### src/rtl/fetch_pkg.sv
// Shared types and constants for the instruction-fetch stage.
package fetch_pkg;

    typedef enum logic {
        FETCH = 1'b0,
        DRAIN = 1'b1
    } fetch_state_e;

    localparam logic [31:0] IMEM_LIMIT = 32'h0000_6000;
    localparam logic [31:0] NOP_INSTR  = 32'h0000_0013;

    typedef struct packed {
        logic [31:0] pc;
        logic [31:0] instr;
    } fetch_entry_t;

endpackage

### src/rtl/fetch_fifo.sv
// Two-entry instruction buffer between fetch and decode; flush beats push.
module fetch_fifo
    import fetch_pkg::*;
(
    input  logic         clk_i,
    input  logic         rst_ni,
    input  logic         push_i,
    input  logic         pop_i,
    input  logic         flush_i,
    input  fetch_entry_t wdata_i,
    output fetch_entry_t rdata_o,
    output logic [1:0]   count_o
);

    fetch_entry_t mem_q [0:1];
    logic [1:0]   count_q, count_d;
    logic         wr_ptr_q, wr_ptr_d;
    logic         rd_ptr_q, rd_ptr_d;
    logic         do_push, do_pop;

    always_comb begin
        count_d  = count_q;
        wr_ptr_d = wr_ptr_q;
        rd_ptr_d = rd_ptr_q;
        do_push  = 1'b0;
        do_pop   = 1'b0;
        if (flush_i) begin
            count_d  = 2'd0;
            wr_ptr_d = 1'b0;
            rd_ptr_d = 1'b0;
        end else begin
            do_pop  = pop_i && (count_q != 2'd0);
            do_push = push_i && ((count_q != 2'd2) || do_pop);
            if (do_push) wr_ptr_d = ~wr_ptr_q;
            if (do_pop)  rd_ptr_d = ~rd_ptr_q;
            case ({do_push, do_pop})
                2'b10:   count_d = count_q + 2'd1;
                2'b01:   count_d = count_q - 2'd1;
                default: count_d = count_q;
            endcase
        end
    end

    always_ff @(posedge clk_i) begin
        if (!rst_ni) begin
            count_q  <= 2'd0;
            wr_ptr_q <= 1'b0;
            rd_ptr_q <= 1'b0;
        end else begin
            count_q  <= count_d;
            wr_ptr_q <= wr_ptr_d;
            rd_ptr_q <= rd_ptr_d;
        end
    end

    // Storage is qualified by count, so it carries no reset.
    always_ff @(posedge clk_i) begin
        if (do_push) mem_q[wr_ptr_q] <= wdata_i;
    end

    assign rdata_o = mem_q[rd_ptr_q];
    assign count_o = count_q;

endmodule

### src/rtl/fetch_unit.sv
// Instruction-fetch stage: owns the PC, issues one read at a time, buffers two words.
// Optional fetch-range fault is enabled by defining FETCH_FAULT_EN.
module fetch_unit
    import fetch_pkg::*;
#(
    parameter logic [31:0] RESET_PC = 32'h0000_0000
) (
    input  logic        CLK,
    input  logic        RST_N,
    input  logic        STALL_ID,
    input  logic        BR_TAKEN,
    input  logic [31:0] BR_TARGET,
    output logic        MEM_RDEN1,
    output logic [13:0] MEM_ADDR1,
    input  logic [31:0] MEM_DOUT1,
    input  logic        memValid1,
    output logic        IR_VALID,
    output logic [31:0] IR,
    output logic [31:0] IR_PC,
    output logic        FETCH_FAULT
);

    fetch_state_e state_q, state_d;
    logic [31:0]  pc_q, pc_d;
    logic         run_q;
    logic [13:0]  drain_addr_q, drain_addr_d;
    logic [1:0]   count;
    fetch_entry_t head, push_entry;
    logic         issue_ok, fault_block;
    logic         accept, push, pop;

`ifdef FETCH_FAULT_EN
    logic fault_q, fault_d;

    assign fault_block = fault_q || (pc_q >= IMEM_LIMIT);

    always_comb begin
        fault_d = fault_q;
        if (BR_TAKEN)
            fault_d = 1'b0;
        else if ((state_q == FETCH) && run_q && (count != 2'd2) && (pc_q >= IMEM_LIMIT))
            fault_d = 1'b1;
    end

    always_ff @(posedge CLK) begin
        if (!RST_N) fault_q <= 1'b0;
        else        fault_q <= fault_d;
    end

    assign FETCH_FAULT = fault_q;
`else
    assign fault_block = 1'b0;
    assign FETCH_FAULT = 1'b0;
`endif

    // run_q keeps the read request low for the first cycle out of reset.
    assign issue_ok  = (state_q == FETCH) && run_q && (count != 2'd2) && !fault_block;
    assign MEM_RDEN1 = (state_q == DRAIN) || issue_ok;
    assign MEM_ADDR1 = (state_q == DRAIN) ? drain_addr_q : pc_q[15:2];

    assign accept = MEM_RDEN1 && memValid1;
    assign push   = accept && (state_q == FETCH) && !BR_TAKEN;
    assign pop    = IR_VALID && !STALL_ID;

    assign push_entry.pc    = pc_q;
    assign push_entry.instr = MEM_DOUT1;

    always_comb begin
        state_d      = state_q;
        pc_d         = pc_q;
        drain_addr_d = drain_addr_q;
        case (state_q)
            FETCH: begin
                // A redirect with a read still pending must let that read finish untouched.
                if (BR_TAKEN && MEM_RDEN1 && !memValid1) begin
                    state_d      = DRAIN;
                    drain_addr_d = pc_q[15:2];
                end
            end
            DRAIN: begin
                if (accept) state_d = FETCH;
            end
            default: state_d = FETCH;
        endcase
        if (BR_TAKEN)
            pc_d = BR_TARGET;
        else if (push)
            pc_d = pc_q + 32'd4;
    end

    always_ff @(posedge CLK) begin
        if (!RST_N) begin
            state_q <= FETCH;
            pc_q    <= RESET_PC;
            run_q   <= 1'b0;
        end else begin
            state_q <= state_d;
            pc_q    <= pc_d;
            run_q   <= 1'b1;
        end
    end

    always_ff @(posedge CLK) begin
        drain_addr_q <= drain_addr_d;
    end

    fetch_fifo u_fifo (
        .clk_i   (CLK),
        .rst_ni  (RST_N),
        .push_i  (push),
        .pop_i   (pop),
        .flush_i (BR_TAKEN),
        .wdata_i (push_entry),
        .rdata_o (head),
        .count_o (count)
    );

    assign IR_VALID = (count != 2'd0);
    assign IR       = IR_VALID ? head.instr : NOP_INSTR;
    assign IR_PC    = IR_VALID ? head.pc : 32'h0000_0000;

endmodule

### config.mk
export PLATFORM = sky130hd
export DESIGN_NAME = fetch_unit
export DESIGN_NICKNAME = d
export VERILOG_FILES = /design/src/rtl/fetch_pkg.sv /design/src/rtl/fetch_fifo.sv /design/src/rtl/fetch_unit.sv
export SDC_FILE = /design/constraint.sdc
export NUM_CORES = 1
export LEC_CHECK = 0
export ABC_AREA = 1
export BUFFER_PORTS_ARGS = -buffer_cell sky130_fd_sc_hd__buf_2
export CAP_MARGIN = 0
export CELL_PAD_IN_SITES_DETAIL_PLACEMENT = 1
export CELL_PAD_IN_SITES_GLOBAL_PLACEMENT = 2
export CORE_MARGIN = 5
export CORE_UTILIZATION = 37
export DETAILED_ROUTE_END_ITERATION = 7
export GPL_TIMING_DRIVEN = 0
export PLACE_DENSITY_LB_ADDON = 0.25
export SYNTH_ARGS = -nofsm -noshare
export SYNTH_HDL_FRONTEND = slang
export SYNTH_SLANG_ARGS = --single-unit
### constraint.sdc
create_clock -name CLK -period 12.2 [get_ports CLK]
set_clock_uncertainty 0.05 [all_clocks]
set_input_delay 1.22 -clock CLK [delete_from_list [all_inputs] [get_ports CLK]]
set_output_delay 1.22 -clock CLK [all_outputs]
set_load 0.02 [all_outputs]
# ---- Word-level counts from Yosys, hierarchy flattened
# Memory sizes are Yosys's and may differ from the RTL's. A register that Yosys moved wholly into a read port is not among the register bits.
# Cells that the tools add are included.
dict set report word_totals {
  ramBits 128
  ff_bits 52
  word_cells 53
  out_inout_bits 81
  n_memories 1
  in_bits 69
}
# name words word_bits rd rd_ports_with_merged_regs write_ports line_no
set memory_table {}
lappend memory_table {u_fifo.mem_q 2 64 1 1 1 fetch_fifo.sv:15} ;# fetch_entry_t mem_q [0:1];
dict set report classes {
  bitwise 4
  eq_ne 3
  n_addsub 3
  muxes 15
  reduce_logical 20
}
# cell count
set op_table {}
lappend op_table {{two-way mux 32 bit} 4}
lappend op_table {{adder 32 x 3 -> 32 bit (second input constant)} 1}
lappend op_table {{two-way mux 14 bit} 1}
lappend op_table {{logical AND 1 bit} 10}
lappend op_table {{two-way mux 1 bit} 8}
lappend op_table {{nonzero test 2 bit} 3}
lappend op_table {{inverter 1 bit} 4}
lappend op_table {{one-hot mux 2 bit (2 select lines)} 1}
lappend op_table {{zero test 1 bit} 3}
lappend op_table {{adder 2 x 1 -> 2 bit (second input constant)} 1}
lappend op_table {{== test 2 x 1 -> 1 bit (second input constant)} 1}
lappend op_table {{== test 2 bit (second input constant)} 1}
lappend op_table {{logical OR 1 bit} 2}
lappend op_table {{inequality test 2 bit (second input constant)} 1}
lappend op_table {{one-hot mux 1 bit (2 select lines)} 1}
lappend op_table {{AND reduction 2 bit} 1}
lappend op_table {{OR reduction 2 bit} 1}
lappend op_table {{subtractor 2 x 1 -> 2 bit (second input constant)} 1}

# ---- Depth between registers and ports, before layout
# Gate-level depths: netlist (run 1).
dict set report depth {
  depth_word 11
  ltp_mapped 11
  depth_no_buf 11
}

# ---- By module
# From an unflattened synthesis (run 1), not the netlist that was laid out.
dict set report unflattened {
  hier_cells 791
  hier_area_um2 8293.0
}
# module instances cells_each area_per_inst_um2 seq_area_each_um2
set modules_own_cells {}
lappend modules_own_cells {fetch_fifo 1 235 4894.7 3943.8}
lappend modules_own_cells {fetch_unit 1 556 3398.3 1101.1}

# ---- Least setup slack after synthesis (run 1)
# No wires, ideal clock.
dict set report synth_path {
  kind {input -> register}
  from {in BR_TAKEN}
  to {mem u_fifo.mem_q[1][0] in the netlist's numbering (enable)}
  setup_time_ns 0.489
  arrival_time_ns 4.313
  path_buffers 1
  path_slack_ns 7.347
  t_required_ns 11.661
  stages 4
  cell_sequence {buf_2 nor2_4 inv_2 nor2_1}
}
dict set report synth_between {
  elab_chain_cells 6
}
# item line_no
set synth_lines {}
lappend synth_lines {{start: declaration} fetch_unit.sv:11} ;# input logic BR_TAKEN,
lappend synth_lines {{zero test 1 bit} fetch_unit.sv:62} ;# assign push = accept && (state_q == FETCH) && !BR_TAKEN;
lappend synth_lines {{logical AND 1 bit} fetch_unit.sv:62}
lappend synth_lines {{logical AND 1 bit} fetch_fifo.sv:33} ;# do_push = push_i && ((count_q != 2'd2) || do_pop);
lappend synth_lines {{two-way mux 1 bit *} fetch_fifo.sv:27} ;# if (flush_i) begin
lappend synth_lines {{two-way mux 1 bit *} fetch_fifo.sv:58} ;# if (do_push) mem_q[wr_ptr_q] <= wdata_i;
lappend synth_lines {{two-way mux 1 bit (implied by the code) *} fetch_fifo.sv:58}
lappend synth_lines {{end: declaration} fetch_fifo.sv:15}
# Mark *: on every way between the ends. The rest lies on a longest branch, timed or not.

# ---- Final worst setup path (run 1)
dict set report layout_path {
  from {reg u_fifo.count_q[1], in the netlist u_fifo.count_o[1]}
  to {out IR_PC[10]}
}
dict set report layout_between {
  elab_chain_cells 2
}
# item line_no
set layout_lines {}
lappend layout_lines {{start: declaration} fetch_fifo.sv:16} ;# logic [1:0] count_q, count_d;
lappend layout_lines {{start signal: assignment} fetch_fifo.sv:50} ;# count_q <= count_d;
lappend layout_lines {{nonzero test 2 bit} fetch_unit.sv:118} ;# assign IR_VALID = (count != 2'd0);
lappend layout_lines {{two-way mux 32 bit} fetch_unit.sv:120} ;# assign IR_PC = IR_VALID ? head.pc : 32'h0000_0000;
lappend layout_lines {{end: declaration} fetch_unit.sv:19} ;# output logic [31:0] IR_PC,
# Every way passes these cells.

==> results of run 1 <==
-- state kept, by name, summed over array words and instances (netlist names), named ones only --
signal / flops
run_q: 1
u_fifo.count_o: 2
u_fifo.rd_ptr_q: 1
state_q: 1
pc_q: 32
drain_addr_q: 14
u_fifo.mem_q: 128
u_fifo.wr_ptr_q: 1
-- cell usage in the layout, fill, tap and decap left out, types with 3 or more instances in the layout --
cell type	instances
sky130_fd_sc_hd__xor2_1	7
sky130_fd_sc_hd__nand2_2	4
sky130_fd_sc_hd__a31oi_1	4
sky130_fd_sc_hd__clkinvlp_4	4
sky130_fd_sc_hd__dfxtp_1	39
sky130_fd_sc_hd__inv_2	6
sky130_fd_sc_hd__nor2_1	52
sky130_fd_sc_hd__buf_12	4
sky130_fd_sc_hd__inv_1	48
sky130_fd_sc_hd__nand2_1	277
sky130_fd_sc_hd__buf_1	4
sky130_fd_sc_hd__o21ai_0	34
sky130_fd_sc_hd__buf_4	3
sky130_fd_sc_hd__nor2_4	8
sky130_fd_sc_hd__nor2_2	7
sky130_fd_sc_hd__nand3_1	30
sky130_fd_sc_hd__buf_2	152
sky130_fd_sc_hd__a21oi_1	88
sky130_fd_sc_hd__inv_8	3
sky130_fd_sc_hd__nor3b_1	3
sky130_fd_sc_hd__clkbuf_16	17
sky130_fd_sc_hd__inv_6	4
sky130_fd_sc_hd__clkbuf_1	22
sky130_fd_sc_hd__edfxtp_1	142
-- final cells by class --
class / count / area (um2)
fill: 2440 / 11300
sequential: 181 / 5040
multi-input combinational: 535 / 2460
timing repair buffer: 152 / 827
clock buffer: 18 / 429
tap: 275 / 344
inverter: 55 / 209
clock inverter: 14 / 164
buffer: 34 / 153
-- layer usage --
layer,wire length [um],global-route usage [%]
met5,0,0
met2,10400,30.5
met1,9870,23.9
met3,984,3.16
met4,293,4.96
-- per-stage QoR --
stage                     setup WS (ns)  total power (uW)  area [um2]  hold slack, ns  util (%)
final                              8.73              1340        9640           0.459      46.0
after detailed placement           8.94               803        9040           0.446      43.2
after global placement             5.56               799        8930           0.425      42.6
after global routing               8.50              1390        9640           0.482      46.0
after floorplan                    7.35               758        7850           0.370         -
after CTS                          8.62              1350        9640           0.462      46.0
-- report_power, final --
group	switching (uW)	internal, uW	total [uW]
combinational	57.8	30.4	88.2
clock	242	308	550
sequential	16.7	683	700
total	316	1020	1340
-- cells by family after synthesis --
group / synth area share [%]
compound gates: 8.67
xor+xnor: 0.892
fa+ha+maj: 0.319
buf+inv: 4.61
flops: 64.3
other cells: 0.0478
simple gates: 21.2
-- path summary, 6_finish.rpt --
| kind | depth (start not counted) | endpoint |
|---|---|---|
| max reg2reg | 8 | u_fifo.mem_q[0][24]$_DFFE_PP_ |
| min reg2reg | 0 | u_fifo.mem_q[1][33]$_DFFE_PP_ |
| min | 0 | u_fifo.mem_q[1][33]$_DFFE_PP_ |
| max | 4 | IR_PC[10] |
==> flow_metrics.py, run 1 <==
metrics = {
    "status": {
        "status": "complete, no violations",
    },
    "clocking": {
        "total_number_of_h_tree_levels": 4,
        "max-clock-path-buffers": 2,
        "insertion_delay_ns": 0.43,
        "tritoncts": "yes",
        "post_cts.resized_instances": 0,
        "post_cts.repair.setup_buffers": 0,
        "numCtsBuffers": 17,
        "cts_hold_buf": 0,
        "ctsRootBufferMaster": "sky130_fd_sc_hd__clkbuf_16",
        "clkSlewWorstSetupHoldPaths_ns": 0.07,
        "clock-sinks": 181,
    },
    "global_route": {
        "grtUsageTotal_pct": 18.0,
        "antenna_found_initial": 0,
        "grt_first_pass_wirelength_mm": 33.8,
        "grt_overflow_total": 0,
        "via_count_of_the_first_global_routing_pass": 6249,
        "pin_count_of_the_biggest_net_entering_global_routing": 29,
    },
    "pwr": {
        "power.leakage_uw": 0.00383,
        "vdd_drop_max_uv": 79.1,
        "cellPowerDensity_nw_per_um2": 139,
    },
    "place": {
        "dp_hpwl_mm": 16.1,
        "io_buffer_count": 147,
        "gp_congestion": 0.789,
        "post-place-cells": 1232,
    },
    "synth": {
        "synth_warnings": 0,
        "synth.yosys.seq_area_share_pct": 64.3,
        "synth.top_cells.by_count": "sky130_fd_sc_hd__nand2_1 (277), sky130_fd_sc_hd__edfxtp_1 (142), sky130_fd_sc_hd__a21oi_1 (88)",
        "synthTopCellsByArea": "sky130_fd_sc_hd__edfxtp_1 (54%), sky130_fd_sc_hd__nand2_1 (13%), sky130_fd_sc_hd__dfxtp_1 (9.9%)",
        "synthesis.area_um2": 7850,
        "synth_area_leader_cell": "sky130_fd_sc_hd__edfxtp_1",
        "synthMostInstantiatedCell": "sky130_fd_sc_hd__nand2_1",
        "flops_latches_synth": 181,
        "mean_instance_size_in_the_synthesized_netlist_um2": 9.75,
        "synth.net_count": 876,
        "synth_enable_flop_cells": 142,
        "synth.distinct_cells": 36,
        "dominantRegCellSynth": "sky130_fd_sc_hd__edfxtp_1",
        "synthCells": 805,
        "netlist.area_leader.share_pct": 54.3,
        "asr_flop_ratio_synth_pct": 0,
    },
    "worst_setup_path": {
        "setup.worst_path.start_class": "register",
        "cp_max_delay_cell": "sky130_fd_sc_hd__nor2_1",
        "critical_path.max_fanout": 10,
        "regToRegStartpoint": "u_fifo.count_o[0]$_SDFFE_PP0P_",
        "crit_chain": "nor2_1, clkbuf_1, a21oi_1, buf_2",
        "rrSetupSlack_ns": 9.93,
        "worstPathArrival_ns": 2.20,
        "worst_setup_path_startpoint": "u_fifo.count_o[1]$_SDFFE_PP0P_",
        "end_kind": "primary output",
        "cp.required_ns": 10.93,
        "crit_family": "buffers and inverters",
        "worstPathBufferInverterCount": 2,
        "critical-path-max-stage-delay_ns": 0.61,
        "classification_of_the_worst_setup_path": "reg -> out",
    },
    "floorplanning": {
        "die_height_um": 156,
        "floorplan.die_area_um2": 24200,
        "area_inside_the_core_boundary_um2": 21000,
        "total_number_of_placement_rows": 53,
        "fp.dieW_um": 156,
        "io_pins": 150,
        "initial_utilization_pct": 37.5,
    },
    "timing": {
        "finalHoldViolations": 0,
        "worst_rel_slew_slack_pct": 48.9,
        "totalNegativeSetupSlack_ns": 0,
        "layout_worst_path_cycle_share_pct": 28.4,
        "fmax_ghz": 0.288,
        "grt_setup_unrepaired": "false",
        "max_slew.worst_pin.slew_ns": 0.763,
        "finalCriticalPeriod_ns": 3.47,
        "final-max-slew-violation-count": 0,
        "setup_violations": 0,
    },
    "routing": {
        "drt_first_pass_iters": 4,
        "drcViolationCount": 0,
        "vias_per_cell": 4.80,
        "drt_wl_total_mm": 21.5,
        "wire_per_inst_um": 17.0,
        "vias": 6071,
        "first_iter_violations": 305,
        "route.antenna.remaining_nets": 0,
    },
    "run": {
        "maxCapViolCount": 0,
    },
    "worst_hold_path": {
        "worstHoldPathType": "reg -> reg",
        "hold_path_startpoint": "pc_q[1]$_SDFFE_PN0P_",
    },
    "final_layout": {
        "growth_of_design_area_from_synthesis_to_finish_pct": 22.7,
        "drive_above_1_share_pct": 22.8,
        "final_cell_count_no_fill": 1264,
        "n_antenna_cell": 0,
        "finish.net_count": 1047,
    },
}
No activity file was read; power rests on OpenSTA's default activity.
==> run 2, diff against run 1 <==
--- a/config.mk
+++ b/config.mk
@@ -5,13 +5,13 @@
 export SDC_FILE = /design/constraint.sdc
 export NUM_CORES = 1
 export LEC_CHECK = 0
-export ABC_AREA = 1
+export ABC_AREA = 0
 export BUFFER_PORTS_ARGS = -buffer_cell sky130_fd_sc_hd__buf_2
 export CAP_MARGIN = 0
 export CELL_PAD_IN_SITES_DETAIL_PLACEMENT = 1
 export CELL_PAD_IN_SITES_GLOBAL_PLACEMENT = 2
 export CORE_MARGIN = 5
-export CORE_UTILIZATION = 37
+export CORE_UTILIZATION = 33
 export DETAILED_ROUTE_END_ITERATION = 7
 export GPL_TIMING_DRIVEN = 0
 export PLACE_DENSITY_LB_ADDON = 0.25
==> constraint.sdc (replaced) <==
create_clock -name CLK -period 3 [get_ports CLK]
set_clock_uncertainty 0.05 [all_clocks]
set_input_delay 0.3 -clock CLK [delete_from_list [all_inputs] [get_ports CLK]]
set_output_delay 0.3 -clock CLK [all_outputs]
set_load 0.02 [all_outputs]
==> run 2 against run 1 <==
  * Final cell count shrank 11%
  * Core utilization decreased by 4.1 points
  * Die area increased by 9.6%
  * Design area grew 1.0%
  * Power rose to 4.2 times the previous value
  * Via count is 7.5% lower
  * Sequential power rose to 4.1 times the previous value
  * Sequential share of layout area shrank 0.52 points
  * Synthesized cell count down 26%
  * Hold slack got worse by 0.43 ns
  * Synthesized area is 1.7% lower
==> flow_metrics.py, run 2 <==
metrics = {
    "status": {
        "status": "complete, no violations",
    },
    "worst_hold_path": {
        "hold_path_startpoint": "MEM_DOUT1[5]",
        "timing.hold.worst_endpoint": "u_fifo.mem_q[1][5]$_DFFE_PP_",
        "min_path_cells": 1,
        "worstHoldPathType": "in -> reg",
    },
    "timing": {
        "finalHoldViolations": 0,
        "setup_violations": 0,
        "max_slew.worst_pin.slew_ns": 0.951,
        "postLayoutSetupSlackWorst_ns": 0.228,
        "totalNegativeSetupSlack_ns": 0,
        "grt_setup_unrepaired": "false",
        "finalCriticalPeriod_ns": 2.77,
        "final-max-slew-violation-count": 0,
        "fmax_ghz": 0.361,
        "layout_worst_path_cycle_share_pct": 92.4,
        "worst_rel_slew_slack_pct": 36.6,
    },
    "global_route": {
        "pin_count_of_the_biggest_net_entering_global_routing": 65,
        "antenna_found_initial": 0,
        "grtUsageTotal_pct": 16.2,
        "via_count_of_the_first_global_routing_pass": 6047,
        "grt_first_pass_wirelength_mm": 33.5,
        "grt_overflow_total": 0,
    },
    "synth": {
        "synthCells": 599,
        "synth.yosys.seq_area_share_pct": 65.4,
        "synth_warnings": 0,
        "synth_area_leader_cell": "sky130_fd_sc_hd__edfxtp_1",
        "mean_instance_size_in_the_synthesized_netlist_um2": 12.9,
        "synthesis.area_um2": 7720,
        "synth.distinct_cells": 53,
        "synth.net_count": 670,
        "dominantRegCellSynth": "sky130_fd_sc_hd__edfxtp_1",
        "synth_enable_flop_cells": 142,
        "synthTopCellsByArea": "sky130_fd_sc_hd__edfxtp_1 (55%), sky130_fd_sc_hd__dfxtp_1 (10%), sky130_fd_sc_hd__mux2i_1 (8.6%)",
        "netlist.area_leader.share_pct": 55.2,
        "flops_latches_synth": 181,
        "synth.top_cells.by_count": "sky130_fd_sc_hd__edfxtp_1 (142), sky130_fd_sc_hd__nor2_1 (81), sky130_fd_sc_hd__mux2i_1 (66)",
        "synthMostInstantiatedCell": "sky130_fd_sc_hd__edfxtp_1",
        "asr_flop_ratio_synth_pct": 0,
    },
    "clocking": {
        "ctsRootBufferMaster": "sky130_fd_sc_hd__clkbuf_16",
        "tritoncts": "yes",
        "numCtsBuffers": 17,
        "total_number_of_h_tree_levels": 4,
        "insertion_delay_ns": 0.42,
        "clock-sinks": 181,
        "max-clock-path-buffers": 2,
        "post_cts.repair.setup_buffers": 0,
        "clkSlewWorstSetupHoldPaths_ns": 0.07,
    },
    "routing": {
        "drt_first_pass_iters": 4,
        "wire_per_inst_um": 19.4,
        "first_iter_violations": 376,
        "route.antenna.remaining_nets": 0,
        "drt_wl_total_mm": 21.7,
        "drcViolationCount": 0,
        "vias_per_cell": 5.02,
        "vias": 5618,
    },
    "floorplanning": {
        "area_inside_the_core_boundary_um2": 23300,
        "floorplan.die_area_um2": 26500,
        "initial_utilization_pct": 33.2,
        "fp.dieW_um": 163,
        "die_height_um": 163,
        "io_pins": 150,
        "total_number_of_placement_rows": 56,
    },
    "place": {
        "place_ws_ns": 0.0345,
        "io_buffer_count": 148,
        "placement_cell_area_um2": 8880,
        "gp_congestion": 0.786,
        "dp_hpwl_mm": 15.2,
        "post-place-cells": 1067,
    },
    "worst_setup_path": {
        "end_kind": "primary output",
        "regToRegStartpoint": "u_fifo.count_o[0]$_SDFFE_PP0P_",
        "setup.worst_path.start_class": "register",
        "cp.required_ns": 2.65,
        "ff2ff_path_depth": 5,
        "cp_max_delay_cell": "sky130_fd_sc_hd__buf_1",
        "classification_of_the_worst_setup_path": "reg -> out",
        "timing.rr.end": "u_fifo.mem_q[0][38]$_DFFE_PP_",
        "worstPathArrival_ns": 2.42,
        "crit_family": "buffers and inverters",
        "crit_chain": "clkbuf_1, buf_1, mux2i_1, nor2_1, buf_2",
        "worstPathBufferInverterCount": 3,
        "rrSetupSlack_ns": 0.32,
        "critical-path-max-stage-delay_ns": 0.65,
        "critical_path.max_fanout": 10,
    },
    "pwr": {
        "vdd_drop_max_uv": 270,
        "power.leakage_uw": 0.00344,
        "cellPowerDensity_nw_per_um2": 578,
    },
    "final_layout": {
        "final_cell_area_um2": 9730,
        "layout.filler_cells": 2550,
        "biggestRegsByFlops": "u_fifo.mem_q (128), pc_q (32), drain_addr_q (14)",
        "mostFrequentLayoutCell": "sky130_fd_sc_hd__buf_2",
        "n_antenna_cell": 0,
        "drive_above_1_share_pct": 26.2,
        "finish.net_count": 860,
        "largest_register_ffs": 128,
        "layout.cells.most_common_list": "sky130_fd_sc_hd__buf_2 (151), sky130_fd_sc_hd__edfxtp_1 (142), sky130_fd_sc_hd__nor2_1 (81)",
        "seqCellArea_um2": 5040,
        "regMostFlops": "u_fifo.mem_q",
        "multi_input_comb_area_um2": 2480,
        "growth_of_design_area_from_synthesis_to_finish_pct": 26.1,
        "final_cell_count_no_fill": 1120,
        "post-route-util_pct": 41.8,
    },
    "run": {
        "maxCapViolCount": 0,
    },
}
## run 2: area by class of cell
type / count / share of cell area, %
clock buffer: 19 / 4.45
tap: 319 / 4.10
clock inverter: 12 / 1.99
sequential: 181 / 51.8
inverter: 6 / 0.257
multi-input combinational: 372 / 25.5
timing repair buffer: 171 / 9.99
buffer: 40 / 1.92
## run 2: metrics by stage
step,power [uW],hold slack [ns]
6_report,5630,0.0237
5_1_grt,5840,0.00478
3_5_place_dp,3270,0.397
3_3_place_gp,3250,0.388
4_1_cts,5690,0.000511
2_1_floorplan,3090,0.278
## run 2: worst max path at each step
stage,startpoint,to,cells after the start
6_report,register,IR_PC[21],5
4_1_cts,register,IR_PC[21],5
3_5_place_dp,BR_TAKEN,u_fifo.mem_q[1][5]$_DFFE_PP_,5
3_3_place_gp,u_fifo.count_o[0]$_SDFFE_PP0P_,u_fifo.mem_q[0][43]$_DFFE_PP_,5
5_1_grt,register,IR_PC[18],5
2_1_floorplan,u_fifo.count_o[0]$_SDFFE_PP0P_,u_fifo.mem_q[0][0]$_DFFE_PP_,5
## run 2: timing repair
item	4_1_cts	5_1_grt
hold endpoints to repair	39	1
resized for setup	0	4
hold buffers	21	1
setup endpoints to repair	0	8
## run 2: cell families (layout without fill, tap and decap cells)
group	count (synthesis)	count (layout)	share of synthesized area, %
multiplexers	79	79	10.5
buffers and inverters	46	248	2.67
AND/OR/NAND/NOR	206	206	13.6
flip-flops	181	181	65.4
adder cells (fa/ha/maj)	2	2	0.324
other	1	1	0.0486
XOR/XNOR	9	9	1.02
AO/OA/AOI/OAI	75	75	6.57
## run 2: worst register-to-register path, cell delays in order (launching register included)
cell and delay (ns):
sky130_fd_sc_hd__dfxtp_1 0.41, sky130_fd_sc_hd__nand2b_1 0.22, sky130_fd_sc_hd__buf_6 0.16, sky130_fd_sc_hd__nand3_1 0.30, sky130_fd_sc_hd__or3_1 0.48, sky130_fd_sc_hd__inv_4 0.64
## run 2: routing by layer
layer / vias to the layer above / track usage, % / routed length (um)
met5: - / 0 / 0
met4: 0 / 4.46 / 238
met3: 17 / 3.24 / 1090
met2: 171 / 27.1 / 10500
met1: 2774 / 21.7 / 9890
li1: 2656 / - / -
## run 2: where the power goes
part | internal [uW] | switching [uW]
clock network | 1410 | 981
registers | 2780 | 74.7
logic | 155 | 225
total | 4350 | 1280
